$ cat src/rtl/i2c_pkg.sv
// Shared types for the I2C slave transmit path: SDA output-select codes,
// transmit FSM states and the default transfer width.
package i2c_pkg;

    localparam int DEFAULT_DATA_WIDTH = 8;

    // SDA_LOW and SDA_HIGH belong to the receive/ACK controller sharing the select stage.
    typedef enum logic [1:0] {
        SDA_IDLE = 2'b00,
        SDA_LOW  = 2'b01,
        SDA_HIGH = 2'b10,
        SDA_TX   = 2'b11
    } sda_mode_t;

    typedef enum logic [2:0] {
        ST_IDLE,
        ST_WAIT_FALL,
        ST_SHIFT,
        ST_ACK_WAIT,
        ST_ACK_DONE
    } tx_state_t;

endpackage

$ cat src/rtl/i2c_piso.sv
// Parallel-load, MSB-first shift register feeding the I2C transmit bit.
module i2c_piso
    import i2c_pkg::*;
#(
    parameter int WIDTH = DEFAULT_DATA_WIDTH
) (
    input  logic             clk,
    input  logic             rst,
    input  logic             load,
    input  logic             shift_en,
    input  logic [WIDTH-1:0] par_in,
    output logic             serial_out
);

    logic [WIDTH-1:0] shift_reg;

    // Load wins over shift so a back-to-back byte replaces the finished one cleanly.
    always_ff @(posedge clk) begin
        if (rst) begin
            shift_reg <= '0;
        end else if (load) begin
            shift_reg <= par_in;
        end else if (shift_en) begin
            shift_reg <= shift_reg << 1;
        end
    end

    assign serial_out = shift_reg[WIDTH-1];

endmodule

$ cat src/rtl/i2c_tx_ctrl.sv
// I2C slave transmit controller: serialises a byte on SCL falls and collects the master ACK.
// Optional SCL-stall abort is enabled by defining I2C_TX_TIMEOUT_EN (adds the timeout port).
module i2c_tx_ctrl
    import i2c_pkg::*;
#(
    parameter int DATA_WIDTH = DEFAULT_DATA_WIDTH
`ifdef I2C_TX_TIMEOUT_EN
    , parameter int TIMEOUT_CYCLES = 1024
`endif
) (
    input  logic                  clk,
    input  logic                  rst,
    input  logic                  scl_rise,
    input  logic                  scl_fall,
    input  logic                  start_found,
    input  logic                  stop_found,
    input  logic                  sda_in,
    input  logic                  tx_req,
    input  logic [DATA_WIDTH-1:0] tx_data,
    output logic                  tx_ready,
    output logic                  tx_out,
    output logic [1:0]            sda_mode,
    output logic                  busy,
    output logic                  ack_rcvd,
    output logic                  nack_rcvd
`ifdef I2C_TX_TIMEOUT_EN
    , output logic                timeout
`endif
);

    localparam int CNT_W = (DATA_WIDTH > 1) ? $clog2(DATA_WIDTH) : 1;
    localparam logic [CNT_W-1:0] LAST_BIT = CNT_W'(DATA_WIDTH - 1);

    tx_state_t        state, state_nxt;
    logic [CNT_W-1:0] bit_cnt, bit_cnt_nxt;
    logic             acked, acked_nxt;
    logic             ack_nxt, nack_nxt;
    logic             piso_load, piso_shift;
    logic             abort, to_hit;

    i2c_piso #(.WIDTH(DATA_WIDTH)) u_piso (
        .clk        (clk),
        .rst        (rst),
        .load       (piso_load),
        .shift_en   (piso_shift),
        .par_in     (tx_data),
        .serial_out (tx_out)
    );

`ifdef I2C_TX_TIMEOUT_EN
    localparam int TO_W = (TIMEOUT_CYCLES > 1) ? $clog2(TIMEOUT_CYCLES) : 1;
    logic [TO_W-1:0] to_cnt;

    assign to_hit = (state != ST_IDLE) && !(scl_rise || scl_fall) &&
                    (to_cnt == TO_W'(TIMEOUT_CYCLES - 1));

    always_ff @(posedge clk) begin
        if (rst) begin
            to_cnt  <= '0;
            timeout <= 1'b0;
        end else begin
            timeout <= to_hit;
            if (state == ST_IDLE || scl_rise || scl_fall) begin
                to_cnt <= '0;
            end else begin
                to_cnt <= to_cnt + 1'b1;
            end
        end
    end
`else
    assign to_hit = 1'b0;
`endif

    always_ff @(posedge clk) begin
        if (rst) begin
            state     <= ST_IDLE;
            bit_cnt   <= '0;
            acked     <= 1'b0;
            ack_rcvd  <= 1'b0;
            nack_rcvd <= 1'b0;
        end else begin
            state     <= state_nxt;
            bit_cnt   <= bit_cnt_nxt;
            acked     <= acked_nxt;
            ack_rcvd  <= ack_nxt;
            nack_rcvd <= nack_nxt;
        end
    end

    assign abort = (start_found || stop_found) && (state != ST_IDLE);

    // Bus events are only acted on in priority order: abort, then scl_fall, then scl_rise.
    always_comb begin
        state_nxt   = state;
        bit_cnt_nxt = bit_cnt;
        acked_nxt   = acked;
        ack_nxt     = 1'b0;
        nack_nxt    = 1'b0;
        piso_load   = 1'b0;
        piso_shift  = 1'b0;
        if (abort || to_hit) begin
            state_nxt = ST_IDLE;
        end else begin
            case (state)
                ST_IDLE: begin
                    if (tx_req && tx_ready) begin
                        piso_load = 1'b1;
                        state_nxt = ST_WAIT_FALL;
                    end
                end
                ST_WAIT_FALL: begin
                    if (scl_fall) begin
                        bit_cnt_nxt = '0;
                        state_nxt   = ST_SHIFT;
                    end
                end
                ST_SHIFT: begin
                    if (scl_fall) begin
                        if (bit_cnt == LAST_BIT) begin
                            state_nxt = ST_ACK_WAIT;
                        end else begin
                            piso_shift  = 1'b1;
                            bit_cnt_nxt = bit_cnt + 1'b1;
                        end
                    end
                end
                ST_ACK_WAIT: begin
                    if (!scl_fall && scl_rise) begin
                        acked_nxt = !sda_in;
                        ack_nxt   = !sda_in;
                        nack_nxt  = sda_in;
                        state_nxt = ST_ACK_DONE;
                    end
                end
                ST_ACK_DONE: begin
                    if (scl_fall) begin
                        if (acked && tx_req) begin
                            piso_load   = 1'b1;
                            bit_cnt_nxt = '0;
                            state_nxt   = ST_SHIFT;
                        end else begin
                            state_nxt = ST_IDLE;
                        end
                    end
                end
                default: state_nxt = ST_IDLE;
            endcase
        end
    end

    assign tx_ready = (state == ST_IDLE);
    assign busy     = (state != ST_IDLE);
    assign sda_mode = (state == ST_SHIFT) ? SDA_TX : SDA_IDLE;

endmodule

$ cat config.mk
export PLATFORM = sky130hd
export DESIGN_NAME = i2c_tx_ctrl
export DESIGN_NICKNAME = d
export VERILOG_FILES = /design/src/rtl/i2c_pkg.sv /design/src/rtl/i2c_piso.sv /design/src/rtl/i2c_tx_ctrl.sv
export SDC_FILE = /design/constraint.sdc
export NUM_CORES = 1
export LEC_CHECK = 0
export CAP_MARGIN = 20
export CORE_MARGIN = 8
export CORE_UTILIZATION = 32
export CTS_CLUSTER_DIAMETER = 200
export DETAILED_ROUTE_END_ITERATION = 8
export GPL_TIMING_DRIVEN = 0
export MAX_ROUTING_LAYER = met4
export PLACE_DENSITY = 0.58
export REMOVE_ABC_BUFFERS = 1
export SLEW_MARGIN = 15
export SYNTH_ARGS = -nofsm -noshare
export SYNTH_HDL_FRONTEND = slang
export SYNTH_SLANG_ARGS = --single-unit
$ cat constraint.sdc
create_clock -name clk -period 5.3 [get_ports clk]
set_input_delay 1.59 -clock clk [delete_from_list [all_inputs] [get_ports clk]]
set_output_delay 1.59 -clock clk [all_outputs]
set_load 0.01 [all_outputs]
==> out/qor.txt <==
=================================================================================
Number of flops mapped to enable cells by yosys                                 0
Clock period minus worst slack                                            3.43 ns
CTS tree                                                                      yes
Number of buffers created by CTS                                                3
Cell taking the most area after synthesis                            sky130_fd_sc_hd__dfxtp_1
Drt wl/cell                                                               14.3 um
Via count normalized by instance count                                       5.20
# resized after CTS                                                             0
Count of buffers inserted at the top-level ports                               22
Wire length of the first global-routing pass                              3930 um
Net count reported at finish                                                  135
Startpoint kind of the worst setup timing path                          flip-flop
Number of flip-flops and latches in the synthesized netlist                    17
Clock Sinks                                                                    17
Detailed Route WL                                                         2100 um
Post-synthesis average cell area                                         9.62 um2
Worst reg2reg setup slack                                                 3.30 ns
Vias                                                                          765
Number of global-route vias before repair                                     855
Clock tree skew after final layout                                     0.00373 ns
Worst path arrival time                                                   1.84 ns
Antenna violation net count after detailed routing                              0
Antenna fix cells                                                               0
Number of DRC markers after the initial detailed-route iteration               40
Effective utilization at floorplan                                          0.335
Standard-cell row count                                                        19
Total global routing track utilization                                     0.0968
Top cells by area in the synthesized netlist                         sky130_fd_sc_hd__dfxtp_1 37%, sky130_fd_sc_hd__mux2i_1 9.8%, sky130_fd_sc_hd__a211oi_1 5.7%, sky130_fd_sc_hd__nor2_1 4.5%, sky130_fd_sc_hd__o32ai_4 3.0%
Final Slew Violations                                                           0
Maximum clock path buffer count                                                 2
Required time worst endpoint                                              3.71 ns
Most used flip-flop cell after synthesis                             sky130_fd_sc_hd__dfxtp_1
Leakage                                                                  0.479 nW
Min-delay src                                                          bit_cnt[1]
Setup TNS                                                                    0 ns
Initial antenna violation count                                                 0
Count of maximum capacitance violations                                         0
Count of pins on the block boundary                                            23
Fraction of layout cells with a size suffix above 1                        0.0776
Sequential share of the synthesized area                                    0.369
Area taken by multi-input logic gates                                     524 um2
Total iterations of the first detailed-routing run                              4
Result of the run                                                       completed
Final Setup Violations                                                          0
Number of cells on the worst reg-to-reg path                                    4
Cell count after synthesis                                                     96
Number of fill cells in the layout                                            296
Max Fanout on Critical Path                                                    10
Transition time at the pin with the least slew margin                    0.678 ns
Die ar.                                                               0.00486 mm2
Number of flip-flops in the largest register                                    8
Worst-case hold slack                                                    0.482 ns
Root Driver                                                          sky130_fd_sc_hd__clkbuf_4
RR Endpoint                                                              state[1]
Warnings, synthesis                                                             0
DR DRC count                                                                    0
Maximum vdd drop                                                           300 uV
Gp weighted congestion                                                      0.808
Unrepaired setup endpoints after global routing                                no
Register area                                                             340 um2
Clock insertion delay at the later pin of the skew report                 0.29 ns
Post-detailed-placement half-perimeter wirelength                         1580 um
Post-CTS Setup Inserts                                                          0
CORE AREA                                                             0.00276 mm2
Largest net degree at the start of global routing                              16
Die Span Y                                                                69.7 um
Final count of hold timing violations                                           0
Power density over the cells                                           420 mW/mm2
Die boundary width                                                        69.7 um
Post-synth cell types                                                          36
Fraction of the cycle the final worst path needs                            0.647
WHS Endpoint                                                           bit_cnt[1]
H-tree depth                                                                    1
Area of the mapped netlist                                                923 um2
Global route total overflow                                                     0
Timing-limited maximum frequency                                        0.291 GHz
Post-synthesis async set-or-reset flop share                                    0
Cell depth of the worst hold path                                               2
Type of the worst setup path                                         flip-flop to output pin
Register clock-pin slew on the reported worst setup and hold paths        0.10 ns
Area share of the largest cell type after synthesis                         0.369
Hold_buf cts                                                                    0
Crit path capture type                                                 output pin
R2R Path Start                                                           state[0]
Max transition margin                                                       0.544
Path type of the worst min-delay path                                flip-flop to flip-flop
Area grow syn2layout                                                        26.2%
=================================================================================
## routing by layer
metal | GRT usage | wire, um | vias to the layer above
met1 | 0.118 | 1050 | 355
met3 | 0.0329 | 88 | 0
met4 | 0.0134 | 0 | 0
met2 | 0.155 | 967 | 21
met5 | - | 0 | -
li1 | - | - | 389
## how the worst max path moves through the flow
stage	from	end	slack [ns]	cells after the start
2_1_floorplan	stop_found	u_piso.shift_reg[1]	2.67	4
3_3_place_gp	scl_fall	u_piso.shift_reg[4]	1.88	5
3_5_place_dp	scl_fall	u_piso.shift_reg[7]	1.87	5
4_1_cts	state[1]	sda_mode[0]	1.83	2
5_1_grt	state[1]	sda_mode[0]	1.74	2
6_report	state[1]	sda_mode[0]	1.87	2
## synthesized netlist by cell type, drive strengths merged (2+ instances only)
master and instances:
o21ai 4, and2b 2, dfxtp 17, or3 2, inv 4, nand2 5, buf 5, nor3 3
ha 2, nor2 11, a211oi 7, a21oi 4, nand3 2, mux2i 9
## placed cells by master, fill, tap and decap left out, types with 3 or more instances in the layout
| cell type | instances |
|---|---|
| sky130_fd_sc_hd__a211oi_1 | 7 |
| sky130_fd_sc_hd__a21oi_1 | 4 |
| sky130_fd_sc_hd__clkbuf_4 | 3 |
| sky130_fd_sc_hd__clkdlybuf4s50_1 | 22 |
| sky130_fd_sc_hd__dfxtp_1 | 17 |
| sky130_fd_sc_hd__inv_1 | 4 |
| sky130_fd_sc_hd__mux2i_1 | 9 |
| sky130_fd_sc_hd__nand2_1 | 4 |
| sky130_fd_sc_hd__nor2_1 | 11 |
| sky130_fd_sc_hd__nor3_1 | 3 |
| sky130_fd_sc_hd__o21ai_0 | 4 |
## stage by stage
| step | area, um2 | power, mW | setup WS [ns] | utilization | instances |
|---|---|---|---|---|---|
| floorplan | 880 | 0.331 | 2.67 | - | 90 |
| global placement | 1140 | 0.418 | 1.88 | 0.413 | 143 |
| detailed placement | 1140 | 0.425 | 1.87 | 0.413 | 143 |
| CTS | 1160 | 0.497 | 1.83 | 0.422 | 147 |
| global route | 1160 | 0.534 | 1.74 | 0.422 | 147 |
| finish | 1160 | 0.490 | 1.87 | 0.422 | 147 |
## cells by family after synthesis
group,after synthesis,synth area share
fa+ha+maj,2,0.0271
buf+inv,10,0.0637
simple gates,34,0.214
xor+xnor,1,0.00949
flops,17,0.369
mux,10,0.122
compound gates,22,0.195
## layout make-up
class                   instances  share of cell area
repair buffers                 22               0.189
flip-flops and latches         17               0.292
clock buffers                   4              0.0226
inverters                       4              0.0129
well taps                      31              0.0333
multi-input cells              69               0.450
## power by group
part           total (mW)  internal [mW]  switching [mW]  leakage [nW]
combinational       0.227          0.120           0.106         0.325
clock              0.0704         0.0293          0.0411        0.0150
sequential          0.192          0.153          0.0393         0.139
## worst max-delay path: stages (launching register included)
cell                              delay [ns]
sky130_fd_sc_hd__dfxtp_1                0.58
sky130_fd_sc_hd__nor3b_4                0.37
sky130_fd_sc_hd__clkdlybuf4s50_1        0.60
(Power assumes the default switching activity.)
